===== src/rtl/exception_controller_pkg.sv =====
// Shared definitions for the exception controller: cause codes, CP0 register
// indices and the sequencer state encoding.
`ifndef EXCEPTION_CONTROLLER_DEFINES
`define EXCEPTION_CONTROLLER_DEFINES
`define INT_IRQ     5'd0
`define INT_SYSCALL 5'd8
`define INT_RI      5'd10
`define INT_OVF     5'd12
`define C0_SR       5'd12
`define C0_CAUSE    5'd13
`define C0_EPC      5'd14
`define C0_SR_EC    2
`endif

package exception_controller_pkg;

  localparam int CAUSE_W = 5;

  typedef enum logic [2:0] {
    S_IDLE       = 3'd0,
    S_FLUSH      = 3'd1,
    S_SAVE_CAUSE = 3'd2,
    S_SAVE_EPC   = 3'd3,
    S_VECTOR     = 3'd4,
    S_KERNEL     = 3'd5,
    S_RETURN     = 3'd6
  } exc_state_e;

endpackage


===== src/rtl/exception_controller_priority_encoder.sv =====
// Picks the winning exception: highest stage index first, then ovf > ri > syscall
// within a stage. Request bits per stage are packed as {ovf, ri, syscall}.
module exc_priority_encoder
  import exception_controller_pkg::*;
#(
  parameter int NSTAGE = 4,
  parameter int SW     = 2
) (
  input  logic [NSTAGE*3-1:0] exc_req,
  output logic                valid,
  output logic [SW-1:0]       stage,
  output logic [CAUSE_W-1:0]  cause
);

  always_comb begin
    valid = 1'b0;
    stage = '0;
    cause = '0;
    // Ascending scan so that later (older) stages overwrite earlier ones.
    for (int i = 0; i < NSTAGE; i++) begin
      if (|exc_req[i*3 +: 3]) begin
        valid = 1'b1;
        stage = SW'(i);
        if (exc_req[i*3+2])      cause = `INT_OVF;
        else if (exc_req[i*3+1]) cause = `INT_RI;
        else                     cause = `INT_SYSCALL;
      end
    end
  end

endmodule


===== src/rtl/exception_controller.sv =====
// Precise-exception sequencer: flush, save Cause/EPC to CP0, vector to the kernel,
// and return on eret. Define EXC_IRQ_EN to add the external interrupt path.
module exception_controller
  import exception_controller_pkg::*;
#(
  parameter logic [31:0] KERNEL_PC = 32'h80000180,
  parameter int          NSTAGE    = 4
) (
  input  logic                 clk,
  input  logic                 reset,
  input  logic [NSTAGE*3-1:0]  exc_req,
  input  logic [NSTAGE*32-1:0] exc_pc,
  input  logic                 eret,
  input  logic [31:0]          epc,
  output logic                 cop_we,
  output logic [4:0]           cop_wreg,
  output logic [31:0]          cop_wdata,
  output logic [NSTAGE-1:0]    flush,
  output logic                 stall,
  output logic                 pc_select,
  output logic [31:0]          pc_target,
  output logic                 in_kernel,
  output logic                 double_fault
`ifdef EXC_IRQ_EN
  ,
  input  logic                 irq,
  input  logic                 sr_ie
`endif
);

  localparam int SW = (NSTAGE > 1) ? $clog2(NSTAGE) : 1;

  exc_state_e         state_q, state_d;
  logic [CAUSE_W-1:0] cause_q, cause_d;
  logic [31:0]        pc_q, pc_d;
  logic [SW-1:0]      stage_q, stage_d;
  logic               double_fault_q, double_fault_d;

  logic               enc_valid;
  logic [SW-1:0]      enc_stage;
  logic [CAUSE_W-1:0] enc_cause;
  logic [31:0]        enc_pc;

  exc_priority_encoder #(
    .NSTAGE (NSTAGE),
    .SW     (SW)
  ) u_prio (
    .exc_req (exc_req),
    .valid   (enc_valid),
    .stage   (enc_stage),
    .cause   (enc_cause)
  );

  always_comb begin
    enc_pc = '0;
    for (int i = 0; i < NSTAGE; i++) begin
      if (enc_stage == SW'(i)) enc_pc = exc_pc[i*32 +: 32];
    end
  end

  always_ff @(posedge clk or posedge reset) begin
    if (reset) begin
      state_q        <= S_IDLE;
      cause_q        <= '0;
      pc_q           <= '0;
      stage_q        <= '0;
      double_fault_q <= 1'b0;
    end else begin
      state_q        <= state_d;
      cause_q        <= cause_d;
      pc_q           <= pc_d;
      stage_q        <= stage_d;
      double_fault_q <= double_fault_d;
    end
  end

  always_comb begin
    state_d        = state_q;
    cause_d        = cause_q;
    pc_d           = pc_q;
    stage_d        = stage_q;
    double_fault_d = double_fault_q;
    cop_we         = 1'b0;
    cop_wreg       = '0;
    cop_wdata      = '0;
    flush          = '0;
    stall          = 1'b0;
    pc_select      = 1'b0;
    pc_target      = '0;
    in_kernel      = 1'b0;

    case (state_q)
      S_IDLE: begin
        if (enc_valid) begin
          cause_d = enc_cause;
          pc_d    = enc_pc;
          stage_d = enc_stage;
          state_d = S_FLUSH;
        end
`ifdef EXC_IRQ_EN
        // Interrupts attach to the youngest instruction but squash the whole pipe.
        else if (irq && sr_ie) begin
          cause_d = `INT_IRQ;
          pc_d    = exc_pc[31:0];
          stage_d = SW'(NSTAGE - 1);
          state_d = S_FLUSH;
        end
`endif
      end
      S_FLUSH: begin
        for (int i = 0; i < NSTAGE; i++) flush[i] = (SW'(i) <= stage_q);
        stall   = 1'b1;
        state_d = S_SAVE_CAUSE;
      end
      S_SAVE_CAUSE: begin
        cop_we    = 1'b1;
        cop_wreg  = `C0_CAUSE;
        cop_wdata = 32'(cause_q) << `C0_SR_EC;
        stall     = 1'b1;
        state_d   = S_SAVE_EPC;
      end
      S_SAVE_EPC: begin
        cop_we    = 1'b1;
        cop_wreg  = `C0_EPC;
        cop_wdata = pc_q;
        stall     = 1'b1;
        state_d   = S_VECTOR;
      end
      S_VECTOR: begin
        pc_select = 1'b1;
        pc_target = KERNEL_PC;
        flush     = '1;
        state_d   = S_KERNEL;
      end
      S_KERNEL: begin
        in_kernel = 1'b1;
        if (|exc_req) double_fault_d = 1'b1;
        if (eret)     state_d = S_RETURN;
      end
      S_RETURN: begin
        pc_select = 1'b1;
        pc_target = epc;
        flush     = '1;
        state_d   = S_IDLE;
      end
      default: state_d = S_IDLE;
    endcase
  end

  assign double_fault = double_fault_q;

endmodule


===== config.mk =====
export PLATFORM = sky130hd
export DESIGN_NAME = exception_controller
export DESIGN_NICKNAME = d
export VERILOG_FILES = /design/src/rtl/exception_controller_pkg.sv /design/src/rtl/exception_controller_priority_encoder.sv /design/src/rtl/exception_controller.sv
export SDC_FILE = /design/constraint.sdc
export NUM_CORES = 1
export LEC_CHECK = 0
export ABC_AREA = 0
export CORE_AREA = 2 2 99 101
export CTS_CLUSTER_SIZE = 25
export DETAILED_ROUTE_END_ITERATION = 16
export DIE_AREA = 0 0 101 103
export PLACE_DENSITY = 0.91
export RECOVER_POWER = 100
export SLEW_MARGIN = 20
export SYNTH_ARGS = -nofsm -noshare
export SYNTH_HDL_FRONTEND = slang
export SYNTH_SLANG_ARGS = --single-unit

===== constraint.sdc =====
create_clock -name clk -period 2.5 [get_ports clk]
set_input_delay 0.25 -clock clk [delete_from_list [all_inputs] [get_ports clk]]
set_output_delay 0.25 -clock clk [all_outputs]
set_load 0.02 [all_outputs]

==> results of run 1 <==
[flip-flops by register name (all words and copies together) (netlist names)]
| name | cells |
|---|---|
| double_fault | 1 |
| state_q | 3 |
| pc_q | 32 |
| stage_q | 2 |
| cause_q | 3 |
[Yosys cell counts, drive strengths merged (2+ instances only)]
library cell | count | share of area, %
clkbuf | 29 | 3.5
mux2i | 12 | 3.9
inv | 6 | 0.73
nand3 | 23 | 3.8
nand2 | 44 | 5.4
or3 | 4 | 0.82
buf | 14 | 3.1
a21o | 3 | 0.73
nor3 | 5 | 1.5
a21oi | 36 | 5.9
o21ai | 12 | 2.0
a31oi | 23 | 4.7
and3 | 59 | 12
o22ai | 2 | 0.41
o21a | 4 | 0.98
o31ai | 2 | 0.49
a41oi | 2 | 0.82
dfrtp | 41 | 33
nor2 | 40 | 4.9
o2bb2ai | 23 | 6.6
o22a | 9 | 2.6
[cell families (layout without fill, tap and decap cells)]
| kind of cell | count (synthesis) | count (layout) | synth area share, % |
|---|---|---|---|
| buf+inv | 49 | 281 | 7.42 |
| simple gates | 179 | 179 | 29.2 |
| mux | 12 | 12 | 3.91 |
| other cells | 1 | 1 | 0.122 |
| compound gates | 119 | 119 | 25.9 |
| flops | 41 | 41 | 33.4 |
[power by group through the flow]
stage / clock (uW) / combinational, uW / sequential, uW
2_1_floorplan: 0 / 1620 / 1100
3_3_place_gp: 0 / 2820 / 1170
3_5_place_dp: 0 / 2900 / 1180
4_1_cts: 666 / 2910 / 1160
5_1_grt: 687 / 2840 / 1200
6_report: 646 / 2640 / 1170
[placed cells by master, fill, tap and decap left out, types with 23 or more instances in the layout]
cell             netlist  final
a21oi_1               36     36
a31oi_1               23     23
and3_1                59     59
clkbuf_1              29     29
clkdlybuf4s50_1        0    182
dfrtp_1               41     41
dlygate4sd3_1          0     39
nand2_1               44     44
nand3_1               23     23
nor2_1                40     40
o2bb2ai_1             23     23
[how the worst max path moves through the flow]
stage	from	end	slack [ps]	cells after the start
floorplan	state_q[1]	flush[3]	680	4
global placement	exc_req[1]	cause_q[3]	430	5
CTS	state_q[2]	cop_wdata[17]	50	6
detailed placement	exc_req[1]	cause_q[3]	370	5
finish	state_q[0]	pc_target[6]	150	5
global route	state_q[0]	pc_target[4]	30	5
[routing by layer]
metal	GRT usage, %	routed length [um]	part of all wire (%)
met5	0	0	0
met4	11.9	442	3.3
met3	5.15	1140	8.4
met2	44.3	7010	52
met1	25.0	4870	36
[final cells by class]
type | instances | area share, %
Clock buffer | 5 | 1.23
Clock inverter | 3 | 1.16
Inverter | 6 | 0.402
Multi-Input combinational cell | 311 | 32.3
Sequential cell | 41 | 18.3
Tap cell | 114 | 2.54
Timing Repair Buffer | 267 | 44.1
[critical path, stage by stage (launching register included)]
cell and delay, ps:
dfrtp_1 410, nand2b_1 180, inv_1 70, buf_4 260, and3_1 190, dlygate4sd3_1 690
[metrics by stage]
stage	instance area, um2	setup slack, ps	utilization, %	total power, uW	hold slack, ps
3_5_place_dp	5700	367	60.2	4080	449
5_1_grt	5610	25.2	59.3	4730	500
4_1_cts	5830	49.4	61.7	4740	469
3_3_place_gp	5700	432	60.2	3980	445
6_report	5610	149	59.3	4450	462
2_1_floorplan	3070	675	-	2720	400
==> out/summary.txt, run 1 <==
Non-Filler Instances = 747
Core ar. = 9460 um2
N_diodes = 0
Hold Path Sink = double_fault
Initial DRC Count = 186
RD Place Congestion = 0.868
Sw power = 1950 uW
Register area = 1030 um2
Avg Synthesized Cell Area = 7.65 um2
Placed wire-length estimate = 10100 um
Post-synth top flop = dfrtp_1
Switching fraction of total power = 43.9%
Drt pass-1 iters = 5
First-pass GRT wire length = 19300 um
Drt wl/cell = 18.0 um
Layout cells sized above 1 = 4.27%
Comb power frac = 59.3%
Hold buffer count at cts = 0
Int Pwr = 2500 uW
Total CTS buffers = 5
Share of power burned in registers = 26.2%
Via count = 4074
Initial Util = 32.4%
Vias/cell = 5.45
Post-CTS Setup Inserts = 0
Clock transition at path regs = 90 ps
Worst flop-to-flop path endpoint = pc_q[26]
Total wire length = 13500 um
Multi-input logic area = 1810 um2
Rel. slew slack = -8.46%
Row cnt = 36
CTS Buffer Depth = 2
Hold/Removal Path Class = reg -> reg
Outcome = finished, violations left
PwrDens = 794 nW/um2
Hold Path Depth = 1
Critical Path Start Type = flop
EDFF count, synth = 0
Die Wd = 101 um
Gate count after technology mapping = 401
Clock sink count = 41
CTS tree = built
Skew final = 6.91 ps
Library cells used by synthesis = 34
CTS root buf = clkbuf_8
Die area = 10400 um2
Sequential cell area fraction in the yosys report = 33.4%
Leak Pwr = 0.00246 uW
Global-route usage over all layers = 23.6%
VDD IR max = 0.431 mV
Setup TNS = 0 ps
Syn Nets = 576
Clock power frac = 14.5%
Drt drc = 0
Synth Register Bits = 41
Layout Nets = 807
Filler cells = 823
Crit end category = output pin
Final setup fails = 0
Layout area overhead = 82.7%
Fmax = 425 MHz
CP Data Required Time = 2250 ps
DP Cell Count = 739
Hold Startpoint = double_fault
Grt total ovfl = 0
Post-DRT Antenna Nets = 0
R2r setup slk = 250 ps
Final Hold Fails = 0
Pin count of the biggest net entering global routing = 71
Mapped cell area = 3070 um2
Final Critical Period = 2350 ps
Crit-path max FO = 35
Data arrival, critical path = 2100 ps
Ys async rst share = 100%
RSZ-0062 raised after global routing = no
Worst Setup Path Type = reg -> out
Worst r2r src = state_q[1]
Syn. warnings = 0
Max Slew Vio Count = 42
Max Cap Viol = 1
Post-CTS sizing = 0
H-tree depth = 2
Chip height = 103 um
Failing checks = capacitance limit, slew limit
Initial antenna violation count = 0
Tcrit/Tclk final = 94.0%
FF-to-FF path depth = 6
Input/output buffers = 251
Clock latency at the later pin of the worst-skew pair = 290 ps
Slew at the pin with the worst max-slew slack = 1630 ps
Vias in the first global route = 3997
# IOs = 253
Note: power is estimated with default switching activity, not from simulation.
==> run 2, diff against run 1 <==
==> constraint.sdc (replaced) <==
create_clock -name clk -period 2.86 [get_ports clk]
set_input_delay 0.286 -clock clk [delete_from_list [all_inputs] [get_ports clk]]
set_output_delay 0.286 -clock clk [all_outputs]
set_load 0.02 [all_outputs]
==> run 2 against run 1 <==
The flow still finishes with violations (capacitance limit, slew limit). Sequential share of layout area down 0.53 points. Flip-flop and latch count unchanged. Via count up 0.93%. Final area up 3.0%. Routed wire length down 1.5%. Power down 11%. Hold slack worse by 7.4 ps. Clock skew up 2.8 ps. Clock power down 14%. Utilization up 1.8 points. Critical path depth down 2. First-iteration DRC count down 26%. Critical endpoint is now cop_wreg[1]. Largest cell class unchanged. Largest power group unchanged.
==> out/summary.txt, run 2 (synthesis gave the netlist of run 1 again) <==
CP bufs+invs = 2 (was 3)
Critical Path Start Type = flop (unchanged)
Biggest regs = pc_q x32, cause_q x3, state_q x3 (unchanged)
CP top delay family = buffers and inverters (unchanged)
Post-CTS Setup Inserts = 0 (unchanged)
CTS Buffer Depth = 2 (unchanged)
VDD IR max = 0.306 mV (was 0.431 mV)
Met2 Usage GRT = 45.6% (was 44.3%)
Leak Pwr = 0.00261 uW (was 0.00246 uW)
Grt met1 use = 24.2% (was 25.0%)
Max Cap Viol = 1 (unchanged)
Most common cell after layout, fill and taps aside = clkdlybuf4s50_1 (unchanged)
Post-DRT Antenna Nets = 0 (unchanged)
Input/output buffers = 251 (unchanged)
PwrDens = 684 nW/um2 (was 794 nW/um2)
Total CTS buffers = 5 (unchanged)
Place WS = 589 ps (was 367 ps)
Hold buffer count at cts = 0 (unchanged)
Final setup fails = 0 (unchanged)
Clock sink count = 41 (unchanged)
Vias/cell = 5.52 (was 5.45)
Drt wl/cell = 17.8 um (was 18.0 um)
Gr busiest metal = met2 (unchanged)
Chip height = 103 um (unchanged)
Failing checks = capacitance limit, slew limit (unchanged)
Slew at the pin with the worst max-slew slack = 1570 ps (was 1630 ps)
Crit-path max FO = 20 (was 35)
Data arrival, critical path = 2390 ps (was 2100 ps)
Hold/Removal Path Class = reg -> reg (unchanged)
Die area = 10400 um2 (unchanged)
Commonest non-fill, non-tap cells in the layout = clkdlybuf4s50_1, dlygate4sd3_1, and3_1, nand2_1, dfrtp_1 (was clkdlybuf4s50_1, and3_1, nand2_1, dfrtp_1, nor2_1)
Final worst slack = 183 ps (was 149 ps)
Drt drc = 0 (unchanged)
Initial Util = 32.4% (unchanged)
Clock transition at path regs = 90 ps (about the same)
Drt pass-1 iters = 6 (was 5)
Slowest-stage cell, CP = dlygate4sd3_1 (unchanged)
Skew final = 9.69 ps (was 6.91 ps)
Total wire length = 13300 um (was 13500 um)
Rel. slew slack = -4.99% (was -8.46%)
Initial antenna violation count = 0 (unchanged)
Max Slew Vio Count = 42 (unchanged)
Pin count of the biggest net entering global routing = 45 (was 71)
Vias in the first global route = 4134 (was 3997)
CP peak stage delay = 720 ps (was 690 ps)
Tcrit/Tclk final = 93.6%
Worst Setup Path Type = reg -> out (unchanged)
Layout cells sized above 1 = 4.28% (was 4.27%)
Crit end category = output pin (unchanged)
Grt total ovfl = 0 (unchanged)
RD Place Congestion = 0.860 (was 0.868)
H-tree depth = 2 (unchanged)
Clock latency at the later pin of the worst-skew pair = 290 ps (about the same)
Fmax = 374 MHz
Layout Nets = 805 (was 807)
R2r setup slk = 250 ps (about the same)
Layout area overhead = 88.2% (was 82.7%)
Via count = 4112 (was 4074)
CP Data Required Time = 2570 ps (was 2250 ps)
N_diodes = 0 (unchanged)
RSZ-0062 raised after global routing = no (unchanged)
Global-route usage over all layers = 24.2% (was 23.6%)
Max reg flops = 32 (unchanged)
Row cnt = 36 (unchanged)
Die Wd = 101 um (unchanged)
Filler cells = 819 (was 823)
CTS root buf = clkbuf_8 (unchanged)
Final Critical Period = 2680 ps
Grt met3 use = 7.32% (was 5.15%)
Setup TNS = 0 ps (unchanged)
Initial DRC Count = 138 (was 186)
First-pass GRT wire length = 19900 um (was 19300 um)
Critical-path cell list = clkbuf_1, and3_1, dlygate4sd3_1 (was nand2b_1, inv_1, buf_4, and3_1, dlygate4sd3_1)
Final Hold Fails = 0 (unchanged)
CTS tree = built (unchanged)
Outcome = finished, violations left (unchanged)
Core ar. = 9460 um2 (unchanged)
Placed wire-length estimate = 10100 um (about the same)
Top reg by flops = pc_q (unchanged)
Post-CTS sizing = 0 (unchanged)
# IOs = 253 (unchanged)
## run 2: worst paths after layout
kind                              start      endpoint  depth (start not counted)
hold / removal             double_fault  double_fault                          1
setup reg to reg             state_q[1]      pc_q[13]                          6
min in group asynchronous         reset       pc_q[7]                          2
hold reg to reg            double_fault  double_fault                          1
setup / recovery             state_q[0]   cop_wreg[1]                          3
max in group asynchronous         reset      pc_q[10]                          2
## run 2: area by class of cell
type	instances	area [um2]	area share [%]
timing repair buffer	265	2610	45.2
multi-input combinational	311	1840	31.8
sequential	41	1030	17.8
tap	114	143	2.47
clock buffer	5	68.8	1.19
clock inverter	3	65.1	1.13
inverter	6	22.5	0.390
## run 2: stage by stage
step                      cells  cell area [um2]  total power, uW  hold WS (ps)  util [%]
after global routing        745             5780             4240           481      61.1
after detailed placement    737             5660             3540           447      59.8
after floorplan             401             3070             2380           436         -
after global placement      737             5660             3460           441      59.8
final                       745             5780             3950           455      61.1
after CTS                   745             5790             4110           465      61.2
## run 2: worst reg2reg max path: cells and delay by family (launching register included)
| kind | cells | cell delay [ps] |
|---|---|---|
| simple gates | 2 | 680 |
| compound gates | 2 | 410 |
| flops | 1 | 430 |
| buf+inv | 2 | 980 |
## run 2: power breakdown
part | switching [uW] | total [uW] | internal [uW]
Clock | 208 | 555 | 347
Sequential | 184 | 1040 | 855
Combinational | 1300 | 2350 | 1060
## run 2: metal layers
metal	vias up	wire (um)
li1	1912	-
met1	1901	4590
met2	258	6840
met3	41	1330
met4	0	493
met5	-	0
